[config.mk]
export PLATFORM = sky130hd
export DESIGN_NAME = summator_seq_ctrl_flat
export DESIGN_NICKNAME = d
export VERILOG_FILES = /design/src/rtl/summator_seq_ctrl_if.sv /design/src/rtl/summator_seq_ctrl.sv /design/src/flat_wrapper.sv
export SDC_FILE = /design/constraint.sdc
export NUM_CORES = 1
export LEC_CHECK = 0
export CAP_MARGIN = 10
export CORE_UTILIZATION = 43
export CTS_CLUSTER_DIAMETER = 150
export DETAILED_ROUTE_END_ITERATION = 12
export PLACE_DENSITY = 0.69
export SETUP_SLACK_MARGIN = 0.1
export SYNTH_ARGS = -nofsm -noshare
export SYNTH_HDL_FRONTEND = slang
export SYNTH_SLANG_ARGS = --single-unit
[constraint.sdc]
create_clock -name clk -period 2.8 [get_ports clk]
set_clock_uncertainty 0.15 [all_clocks]
set_input_delay 0.42 -clock clk [delete_from_list [all_inputs] [get_ports clk]]
set_output_delay 0.42 -clock clk [all_outputs]
set_load 0.05 [all_outputs]
[src/rtl/summator_seq_ctrl_if.sv]
// ---------------------------------------------------------------------------
// summator_seq_ctrl_if
// Board-side and summator-side signals of the summator sequencing controller.
//   btn_add, btn_clr : raw, bouncy, active-high buttons
//   sw               : 4-bit operand from the switches
//   sum_a, sum_b     : operands presented to the 4-bit summator
//   sum_s            : 5-bit summator result (combinational from sum_a/sum_b)
//   acc              : 8-bit accumulator, drives the LEDs
//   ovf              : sticky 8-bit overflow flag
//   busy             : high while an add is in progress
// The slave modport is the controller; the master modport is its environment
// (board plus summator).
// ---------------------------------------------------------------------------
interface summator_seq_ctrl_if;
    logic       btn_add;
    logic       btn_clr;
    logic [3:0] sw;
    logic [3:0] sum_a;
    logic [3:0] sum_b;
    logic [4:0] sum_s;
    logic [7:0] acc;
    logic       ovf;
    logic       busy;

    modport slave (
        input  btn_add, btn_clr, sw, sum_s,
        output sum_a, sum_b, acc, ovf, busy
    );

    modport master (
        output btn_add, btn_clr, sw, sum_s,
        input  sum_a, sum_b, acc, ovf, busy
    );
endinterface

[src/rtl/summator_seq_ctrl.sv]
// ---------------------------------------------------------------------------
// summator_seq_ctrl
// Turns a 4-bit summator into an 8-bit accumulator. Each debounced ADD press
// adds the switch operand in two passes through the shared adder: low nibble,
// then high nibble plus carry. A debounced CLEAR press zeroes the accumulator
// and the overflow flag, aborting any add in flight.
// Ports:
//   clk   : single clock, rising edge
//   rst_n : synchronous, active-low reset
//   bus   : summator_seq_ctrl_if.slave (buttons, switches, summator, LEDs)
// Parameter:
//   DB_CNT : consecutive stable cycles before a debounced level changes (>=1)
// ---------------------------------------------------------------------------
module summator_seq_ctrl #(
    parameter int DB_CNT = 16
) (
    input  logic                clk,
    input  logic                rst_n,
    summator_seq_ctrl_if.slave  bus
);
    localparam int              CW       = (DB_CNT > 1) ? $clog2(DB_CNT) : 1;
    localparam logic [CW-1:0]   CNT_LAST = CW'(DB_CNT - 1);

    typedef enum logic [1:0] {IDLE, LO, HI} state_t;

    // Bit 0 is the ADD button, bit 1 the CLEAR button.
    logic [1:0]    raw;
    logic [1:0]    sync0;
    logic [1:0]    sync1;
    logic [1:0]    db;
    logic [1:0]    db_d;
    logic [1:0]    pulse;
    logic [CW-1:0] cnt [2];

    logic          add_p;
    logic          clr_p;

    state_t        state;
    state_t        state_nx;
    logic [3:0]    op_reg;
    logic          carry;
    logic [7:0]    acc;
    logic          ovf;

    assign raw   = {bus.btn_clr, bus.btn_add};
    assign add_p = pulse[0];
    assign clr_p = pulse[1];

    // Button front end: 2-flop synchronizer, debounce counter, and a
    // registered rising-edge pulse of the debounced level.
    always_ff @(posedge clk) begin
        if (!rst_n) begin
            sync0 <= '0;
            sync1 <= '0;
            db    <= '0;
            db_d  <= '0;
            pulse <= '0;
            for (int i = 0; i < 2; i++) begin
                cnt[i] <= '0;
            end
        end else begin
            sync0 <= raw;
            sync1 <= sync0;
            db_d  <= db;
            pulse <= db & ~db_d;
            for (int i = 0; i < 2; i++) begin
                if (sync1[i] != db[i]) begin
                    // The DB_CNT-th consecutive mismatching cycle commits the new level.
                    if (cnt[i] == CNT_LAST) begin
                        db[i]  <= sync1[i];
                        cnt[i] <= '0;
                    end else begin
                        cnt[i] <= cnt[i] + CW'(1);
                    end
                end else begin
                    cnt[i] <= '0;
                end
            end
        end
    end

    // Sequencer state register.
    always_ff @(posedge clk) begin
        if (!rst_n) begin
            state <= IDLE;
        end else begin
            state <= state_nx;
        end
    end

    // Next state and summator operand decode; clear overrides everything.
    always_comb begin
        state_nx  = state;
        bus.sum_a = 4'd0;
        bus.sum_b = 4'd0;
        bus.busy  = 1'b0;
        case (state)
            IDLE: begin
                if (add_p) begin
                    state_nx = LO;
                end
            end
            LO: begin
                bus.sum_a = acc[3:0];
                bus.sum_b = op_reg;
                bus.busy  = 1'b1;
                state_nx  = HI;
            end
            HI: begin
                bus.sum_a = acc[7:4];
                bus.sum_b = {3'b000, carry};
                bus.busy  = 1'b1;
                state_nx  = IDLE;
            end
            default: begin
                state_nx = IDLE;
            end
        endcase
        if (clr_p) begin
            state_nx = IDLE;
        end
    end

    // Accumulator datapath: each pass writes back one nibble of the sum.
    always_ff @(posedge clk) begin
        if (!rst_n) begin
            acc    <= 8'd0;
            ovf    <= 1'b0;
            carry  <= 1'b0;
            op_reg <= 4'd0;
        end else if (clr_p) begin
            acc   <= 8'd0;
            ovf   <= 1'b0;
            carry <= 1'b0;
        end else begin
            case (state)
                IDLE: begin
                    if (add_p) begin
                        op_reg <= bus.sw;
                    end
                end
                LO: begin
                    acc[3:0] <= bus.sum_s[3:0];
                    carry    <= bus.sum_s[4];
                end
                HI: begin
                    acc[7:4] <= bus.sum_s[3:0];
                    if (bus.sum_s[4]) begin
                        ovf <= 1'b1;
                    end
                end
                default: begin
                end
            endcase
        end
    end

    assign bus.acc = acc;
    assign bus.ovf = ovf;
endmodule
[src/flat_wrapper.sv]
// flat-port wrapper written by rule: the top's interface ports become plain ports
module summator_seq_ctrl_flat 
#(
    parameter int DB_CNT = 16
)
  (clk, rst_n, bus_btn_add, bus_btn_clr, bus_sw, bus_sum_s, bus_sum_a, bus_sum_b, bus_acc, bus_ovf, bus_busy);
  summator_seq_ctrl_if bus_i ();
  input  logic clk;
  input  logic rst_n;
  input wire logic [$bits(bus_i.btn_add)-1:0] bus_btn_add;
  input wire logic [$bits(bus_i.btn_clr)-1:0] bus_btn_clr;
  input wire logic [$bits(bus_i.sw)-1:0] bus_sw;
  input wire logic [$bits(bus_i.sum_s)-1:0] bus_sum_s;
  output wire logic [$bits(bus_i.sum_a)-1:0] bus_sum_a;
  output wire logic [$bits(bus_i.sum_b)-1:0] bus_sum_b;
  output wire logic [$bits(bus_i.acc)-1:0] bus_acc;
  output wire logic [$bits(bus_i.ovf)-1:0] bus_ovf;
  output wire logic [$bits(bus_i.busy)-1:0] bus_busy;
  assign bus_i.btn_add = bus_btn_add;
  assign bus_i.btn_clr = bus_btn_clr;
  assign bus_i.sw = bus_sw;
  assign bus_i.sum_s = bus_sum_s;
  assign bus_sum_a = bus_i.sum_a;
  assign bus_sum_b = bus_i.sum_b;
  assign bus_acc = bus_i.acc;
  assign bus_ovf = bus_i.ovf;
  assign bus_busy = bus_i.busy;
  summator_seq_ctrl #(.DB_CNT(DB_CNT)) u_core (.clk(clk), .rst_n(rst_n), .bus(bus_i));
endmodule
### After elaboration in Yosys (flattened, before gate mapping)

Memories as Yosys holds them, arrays and structs flattened.
Index checks and enable logic that the tools add are counted.

* flip-flop bits (word level): 26
* memory bits (writable): 8
* input port bits: 13
* output and inout bits: 18
* memories kept: 1

Memories
* u_core.cnt: depth 2, width 4, rd ports 2, clocked after memory_dff 0, write ports 2, RTL line summator_seq_ctrl.sv:33 `logic [CW-1:0] cnt [2];`

* add/sub/neg operators: 2
* eq/ne operators: 7
* muxes and demuxes: 34
* bitwise logic cells: 10
* reductions and logical operators: 7

Operators by type and width (number)
* $mux 1: 24
* $mux 4: 6
* $pmux 4 s2: 2
* $add 4x1->4 const B: 2
* $eq 4x4->1 const B: 2
* $or 1x1->1: 6
* $reduce_and 2->1: 3
* $pmux 2 s2: 1
* $reduce_or 2->1: 2
* $reduce_and 3->1: 1
* $and 2x2->2: 1
* $eq 2x1->1 const B: 1
* $eq 2x2->1 const B: 1
* $logic_not 2->1: 1
* $mux 2: 1
* $ne 1x1->1: 2
* $ne 2x1->1 const B: 1
* $not 1->1: 2
* $not 2->2: 1

### Longest topological paths before layout

Gate-level depths: netlist of run 1.

* depth in word-level cells: 8
* mapped depth: 5

### Worst setup path before layout of run 1

Ideal clock, no wire load.

* kind: flip-flop to output port
* from: reg u_core.state[0]
* to: out bus_sum_a[0]
* arrival: 1818 ps
* path slack: 412 ps
* cell stages (with the launch flop): 4
* buffers on the path: 0
* path through: dfxtp_1 inv_1 ha_1 nor2b_1

* cells in the longest elaborated chain, start to end: 2
* elaborated cells between the ends (all ways): 3
* classes of those cells: eq/ne: 2; mux: 1

Ends and longest elaborated chain
* start: declaration: RTL line summator_seq_ctrl.sv:38 `state_t state;`
* start signal: assignment: RTL line summator_seq_ctrl.sv:87 `state <= state_nx;`
* $eq 2x2->1 or $eq 2x1->1 (tied branches): RTL line summator_seq_ctrl.sv:97 `case (state)`
* $pmux 4 s2 (*): RTL line summator_seq_ctrl.sv:97
* end: declaration: RTL line flat_wrapper.sv:14 `output wire logic [$bits(bus_i.sum_a)-1:0] bus_sum_a;`

Mark *: on every way between the ends. The rest lies on a longest branch, timed or not.

### Worst setup path in the final report of run 1

* from: reg u_core.state[0]
* to: out bus_busy

* cells in the longest elaborated chain, start to end: 3
* elaborated cells between the ends (all ways): 4
* classes of those cells: eq/ne: 2; mux: 1; reduce/logical: 1

Ends and longest elaborated chain
* $eq 2x1->1 or $eq 2x2->1 (tied branches): RTL line summator_seq_ctrl.sv:97
* $reduce_or 2->1 (no source line) (*)
* $mux 1 (*): RTL line summator_seq_ctrl.sv:97
* end: declaration: RTL line flat_wrapper.sv:18 `output wire logic [$bits(bus_i.busy)-1:0] bus_busy;`

Marks and branches as above.

==> results of run 1 <==
## cell type report
cell class / instances / area, um^2
clock buffer: 5 / 37.5
clock inverter: 3 / 40.0
fill: 297 / 1270
inverter: 4 / 15.0
multi-input combinational: 95 / 666
sequential: 34 / 761
tap: 44 / 55.1
timing repair buffer: 30 / 280
## logic make-up after synthesis
group,share of synthesized area [%]
buffers and inverters,3.20
AOI/OAI and AO/OA,2.94
adders and majority gates,6.06
xor gates and xnor gates,3.63
DFF,52.6
and+or+nand+nor,19.6
other,0.259
muxes,11.8
## stage by stage
| step | area (um^2) | worst slack (ps) | cells | utilization [%] |
|---|---|---|---|---|
| 3_3_place_gp | 1780 | 627 | 207 | 56.8 |
| 6_report | 1850 | 197 | 215 | 59.3 |
| 2_1_floorplan | 1470 | 412 | 137 | - |
| 4_1_cts | 1850 | 187 | 215 | 59.3 |
| 3_5_place_dp | 1780 | 593 | 207 | 56.8 |
| 5_1_grt | 1850 | 128 | 215 | 59.3 |
## power by group
part / total, uW / internal, uW / switching, uW
clock network: 347 / 185 / 162
logic: 213 / 88.0 / 125
registers: 544 / 526 / 17.9
total: 1100 / 799 / 306
## synthesized netlist by cell type (all sizes together)
cell type  count  share of area [%]
buf            3                1.8
xor2           6                3.6
clkbuf         1               0.35
a22oi          5                2.6
nand3b         1                1.4
nand2b         2                1.0
edfxtp         8                 17
nor2          18                4.7
dfxtp         26                 36
inv            4                1.0
a21oi          1               0.35
nor2b         13                5.6
and2           9                3.9
and3           2               0.86
mux2i         17                 12
conb           1               0.26
ha             7                6.1
nand3          6                2.1
## path summary, 6_finish.rpt
kind                        start                 to  slack [ps]  depth (start not counted)
setup reg to reg  u_core.state[1]  u_core.bus.acc[2]        1200                          4
hold reg to reg    u_core.db_d[1]    u_core.pulse[1]         250                          1
hold / removal     u_core.db_d[1]    u_core.pulse[1]         250                          1
setup / recovery  u_core.state[0]           bus_busy         200                          3
## layer usage
layer	share of wire, %	vias to the layer above
met2	53	18
met4	1.5	0
li1	-	504
met5	0	-
met1	42	454
met3	3.6	5
==> results.sh, run 1 <==
export IMPL_start_kind="flip-flop"
export IMPL_use_met2_pct=29.7
export IMPL_drc=0
export IMPL_leakage_uw=0.000774
export IMPL_grt_pass1_vias=995
export IMPL_end_kind="output pin"
export IMPL_grt_pass1_wl_um=4300
export IMPL_report_final_slew_viol_count=0
export IMPL_clkSinkCount=34
export IMPL_rsz0062_at_grt="false"
export IMPL_grt_max_degree=18
export IMPL_path_clk_slew_ps=110
export IMPL_postCtsSetupRepairBufs=0
export IMPL_power_uw=1100
export IMPL_p_per_area_nw_per_um2=595
export IMPL_use_met3_pct=4.76
export IMPL_die_x_um=60.0
export IMPL_synth_area_um2=1450
export IMPL_arrival_ps=2030
export IMPL_fp_row_count=20
export IMPL_cts_root_buf="clkbuf_4"
export IMPL_fin_tns_setup_ps=0
export IMPL_ir_drop_uv=409
export IMPL_top_usage_layer="met2"
export IMPL_fin_crit_sh_pct=93.0
export IMPL_hold_path_class="flip-flop to flip-flop"
export IMPL_route_vias_total=981
export IMPL_min_period_ps=2600
export IMPL_grt_use_met1_pct=18.9
export IMPL_finalSetupViolCount=0
export IMPL_cts_tree="yes"
export IMPL_vias_per_cell=4.56
export IMPL_hold_viol=0
export IMPL_drt_pass1_iter_count=4
export IMPL_yosys_register_bits=34
export IMPL_final_cell_mix="dfxtp_1 (26), clkdlybuf4s50_1 (22), nor2_1 (18), mux2i_1 (17), nor2b_1 (13)"
export IMPL_cts_buffers=5
export IMPL_antenna_found_initial=0
export IMPL_cts_resized=0
export IMPL_globalRouteTotalUtil_pct=17.0
export IMPL_initial_utilization_pct=46.2
export IMPL_hpwl_um=2000
export IMPL_ant_nets=0
export IMPL_final_nets=190
export IMPL_drive_above_1_share_pct=10.5
export IMPL_cts_max_level=2
export IMPL_die_height_um=60.0
export IMPL_io_buffers=30
export IMPL_path_class="flip-flop to output pin"
export IMPL_final_common_cell="dfxtp_1"
export IMPL_ys_seq_area_share_pct=52.6
export IMPL_synth_cell_types=20
export IMPL_path_buf_inv=2
export IMPL_crit_family="buffers and inverters"
export IMPL_cp_data_required_time_ps=2230
export IMPL_relSlewSlack_pct=61.8
export IMPL_core_area_um2=3130
export IMPL_n_antenna_cell=0
export IMPL_gp_congestion=0.695
export IMPL_cp_cell_sequence="inv_1 > ha_1 > clkdlybuf4s50_1"
export IMPL_worst_slew_pin_transition_ps=573
export IMPL_grt_overflow=0
export IMPL_fmax_mhz=384
export IMPL_cp_slowest_stage_delay_ps=830
export IMPL_cts_buffer_depth=2
export IMPL_cpMaxStageDelayCell="clkdlybuf4s50_1"
export IMPL_cp_max_fo=6
export IMPL_routed_wl_um=2640
export IMPL_whs_ps=251
export IMPL_clkLatencyLatePin_ps=330
export IMPL_dieArea_um2=3600
export IMPL_synth_warnings=0
export IMPL_drt_iter0_markers=20
export IMPL_io_pins=31
export IMPL_syn2layout_area_growth_pct=28.2
export IMPL_status="completed"
export IMPL_synth_cells=130
export IMPL_syn_area_per_cell_um2=11.1
export IMPL_maxCapViolCount=0
export IMPL_wire_per_inst_um=12.3
export IMPL_cts_hold_buf=0
No activity file was read; power rests on OpenSTA's default activity.
==> run 2: changes to the inputs <==
--- a/config.mk
+++ b/config.mk
@@ -6,10 +6,13 @@
 export NUM_CORES = 1
 export LEC_CHECK = 0
 export CAP_MARGIN = 10
-export CORE_UTILIZATION = 43
+export CELL_PAD_IN_SITES_DETAIL_PLACEMENT = 0
+export CELL_PAD_IN_SITES_GLOBAL_PLACEMENT = 1
+export CORE_UTILIZATION = 41
 export CTS_CLUSTER_DIAMETER = 150
 export DETAILED_ROUTE_END_ITERATION = 12
-export PLACE_DENSITY = 0.69
+export PLACE_DENSITY = 0.82
+export RECOVER_POWER = 25
 export SETUP_SLACK_MARGIN = 0.1
 export SYNTH_ARGS = -nofsm -noshare
 export SYNTH_HDL_FRONTEND = slang
==> results.sh, run 2 (synthesis results as in run 1) <==
export IMPL_ir_drop_uv=288
export IMPL_clkLatencyLatePin_ps=320
export IMPL_cts_hold_buf=0
export IMPL_cts_max_level=2
export IMPL_cpMaxStageDelayCell="clkdlybuf4s50_1"
export IMPL_hold_path_startpoint="u_core.db_d[1]"
export IMPL_r2r_cells=4
export IMPL_path_class="flip-flop to output pin"
export IMPL_globalRouteTotalUtil_pct=14.5
export IMPL_relSlewSlack_pct=64.6
export IMPL_path_clk_slew_ps=100
export IMPL_die_x_um=61.4
export IMPL_rsz0062_at_grt="false"
export IMPL_status="completed"
export IMPL_grt_overflow=0
export IMPL_fin_ws_ps=253
export IMPL_hold_path_class="flip-flop to flip-flop"
export IMPL_drt_iter0_markers=12
export IMPL_min_period_ps=2550
export IMPL_end_kind="output pin"
export IMPL_grt_pass1_vias=880
export IMPL_p_seq_share_pct=52.9
export IMPL_stdcell_count=218
export IMPL_finalSetupViolCount=0
export IMPL_crit_family="buffers and inverters"
export IMPL_wire_per_inst_um=11.3
export IMPL_hold_viol=0
export IMPL_cts_root_buf="clkbuf_4"
export IMPL_pwr_share_comb_pct=20.4
export IMPL_drc=0
export IMPL_ff2ff_setup_slack_ps=1340
export IMPL_antenna_found_initial=0
export IMPL_cts_tree="yes"
export IMPL_final_nets=191
export IMPL_drt_pass1_iter_count=4
export IMPL_cp_cell_sequence="inv_1 > ha_1 > clkdlybuf4s50_1"
export IMPL_cp_slowest_stage_delay_ps=820
export IMPL_hpwl_um=1850
export IMPL_routed_wl_um=2470
export IMPL_cp_max_fo=6
export IMPL_fin_tns_setup_ps=0
export IMPL_r2r_start="u_core.state[0]"
export IMPL_dieArea_um2=3770
export IMPL_path_buf_inv=2
export IMPL_fmax_mhz=393
export IMPL_leakage_uw=0.000755
export IMPL_cts_buffers=5
export IMPL_p_clk_share_pct=26.6
export IMPL_io_buffers=30
export IMPL_p_int_uw=737
export IMPL_whs_path_depth=1
export IMPL_p_per_area_nw_per_um2=557
export IMPL_route_vias_total=991
export IMPL_postCtsSetupRepairBufs=0
export IMPL_fin_crit_sh_pct=91.0
export IMPL_grt_use_met1_pct=16.6
export IMPL_ant_nets=0
export IMPL_grt_max_degree=18
export IMPL_holdPathEnd="u_core.pulse[1]"
export IMPL_use_met2_pct=23.9
export IMPL_core_area_um2=3360
export IMPL_start_kind="flip-flop"
export IMPL_top_usage_layer="met2"
export IMPL_cts_resized=0
export IMPL_worst_slew_pin_transition_ps=529
export IMPL_dp_slack_ps=591
export IMPL_cp_data_required_time_ps=2230
export IMPL_arrival_ps=1980
export IMPL_io_pins=31
export IMPL_fp_row_count=21
export IMPL_regToRegEndpoint="u_core.bus.acc[4]"
export IMPL_final_cell_mix="dfxtp_1 (26), clkdlybuf4s50_1 (24), nor2_1 (18), mux2i_1 (17), nor2b_1 (13)"
export IMPL_n_antenna_cell=0
export IMPL_fillers=340
export IMPL_drive_above_1_share_pct=8.14
export IMPL_vias_per_cell=4.55
export IMPL_clkSinkCount=34
export IMPL_use_met3_pct=6.30
export IMPL_grt_pass1_wl_um=3820
export IMPL_swShare_pct=28.2
export IMPL_power_switching_uw=289
export IMPL_gp_congestion=0.702
export IMPL_cts_buffer_depth=2
export IMPL_maxCapViolCount=0
export IMPL_syn2layout_area_growth_pct=27.3
export IMPL_final_common_cell="dfxtp_1"
export IMPL_report_final_slew_viol_count=0
export IMPL_fin_util_pct=54.8
export IMPL_dp_cells=210
export IMPL_die_height_um=61.4
export IMPL_initial_utilization_pct=43.0
-- run 2: power groups by stage --
| stage | Combinational, uW | Clock, uW | Sequential, uW |
|---|---|---|---|
| 2_1_floorplan | 120 | 0 | 584 |
| 3_3_place_gp | 210 | 0 | 553 |
| 3_5_place_dp | 215 | 0 | 554 |
| 4_1_cts | 216 | 284 | 543 |
| 5_1_grt | 226 | 308 | 546 |
| 6_report | 210 | 274 | 543 |
-- run 2: layout make-up --
class                      count  area (um^2)  share of cell area, %
inverter                       4         15.0                  0.815
sequential                    34          761                   41.3
tap                           46         57.6                   3.12
timing repair buffer          31          295                   16.0
clock inverter                 1         5.00                  0.272
multi-input combinational     95          653                   35.5
clock buffer                   7         55.1                   2.99
-- run 2: per-stage QoR --
step                area, um^2  hold WS (ps)  power [uW]
detailed placement        1790           227         769
finish                    1840           235        1030
CTS                       1850           235        1040
global placement          1790           223         762
floorplan                 1470           217         704
global route              1840           248        1080
-- run 2: worst register-to-register path, stage by stage (launching register included) --
cell and delay (ps):
dfxtp_1 350, inv_1 110, ha_1 450, mux2i_1 250
nor2_1 50
-- run 2: worst max-delay path by stage --
stage                    start            to  slack, ps  cells after the start
6_report       u_core.state[0]      bus_busy        250                      3
3_5_place_dp   u_core.state[0]      bus_busy        590                      3
5_1_grt        u_core.state[1]      bus_busy        130                      3
2_1_floorplan  u_core.state[0]  bus_sum_a[0]        410                      3
4_1_cts        u_core.state[0]      bus_busy        220                      3
3_3_place_gp   u_core.state[0]      bus_busy        620                      3
-- run 2: per-layer routing --
layer / up-vias / share of wire, %
li1: 507 / -
met1: 469 / 42
met2: 13 / 54
met3: 2 / 2.7
met4: 0 / 0.77
met5: - / 0
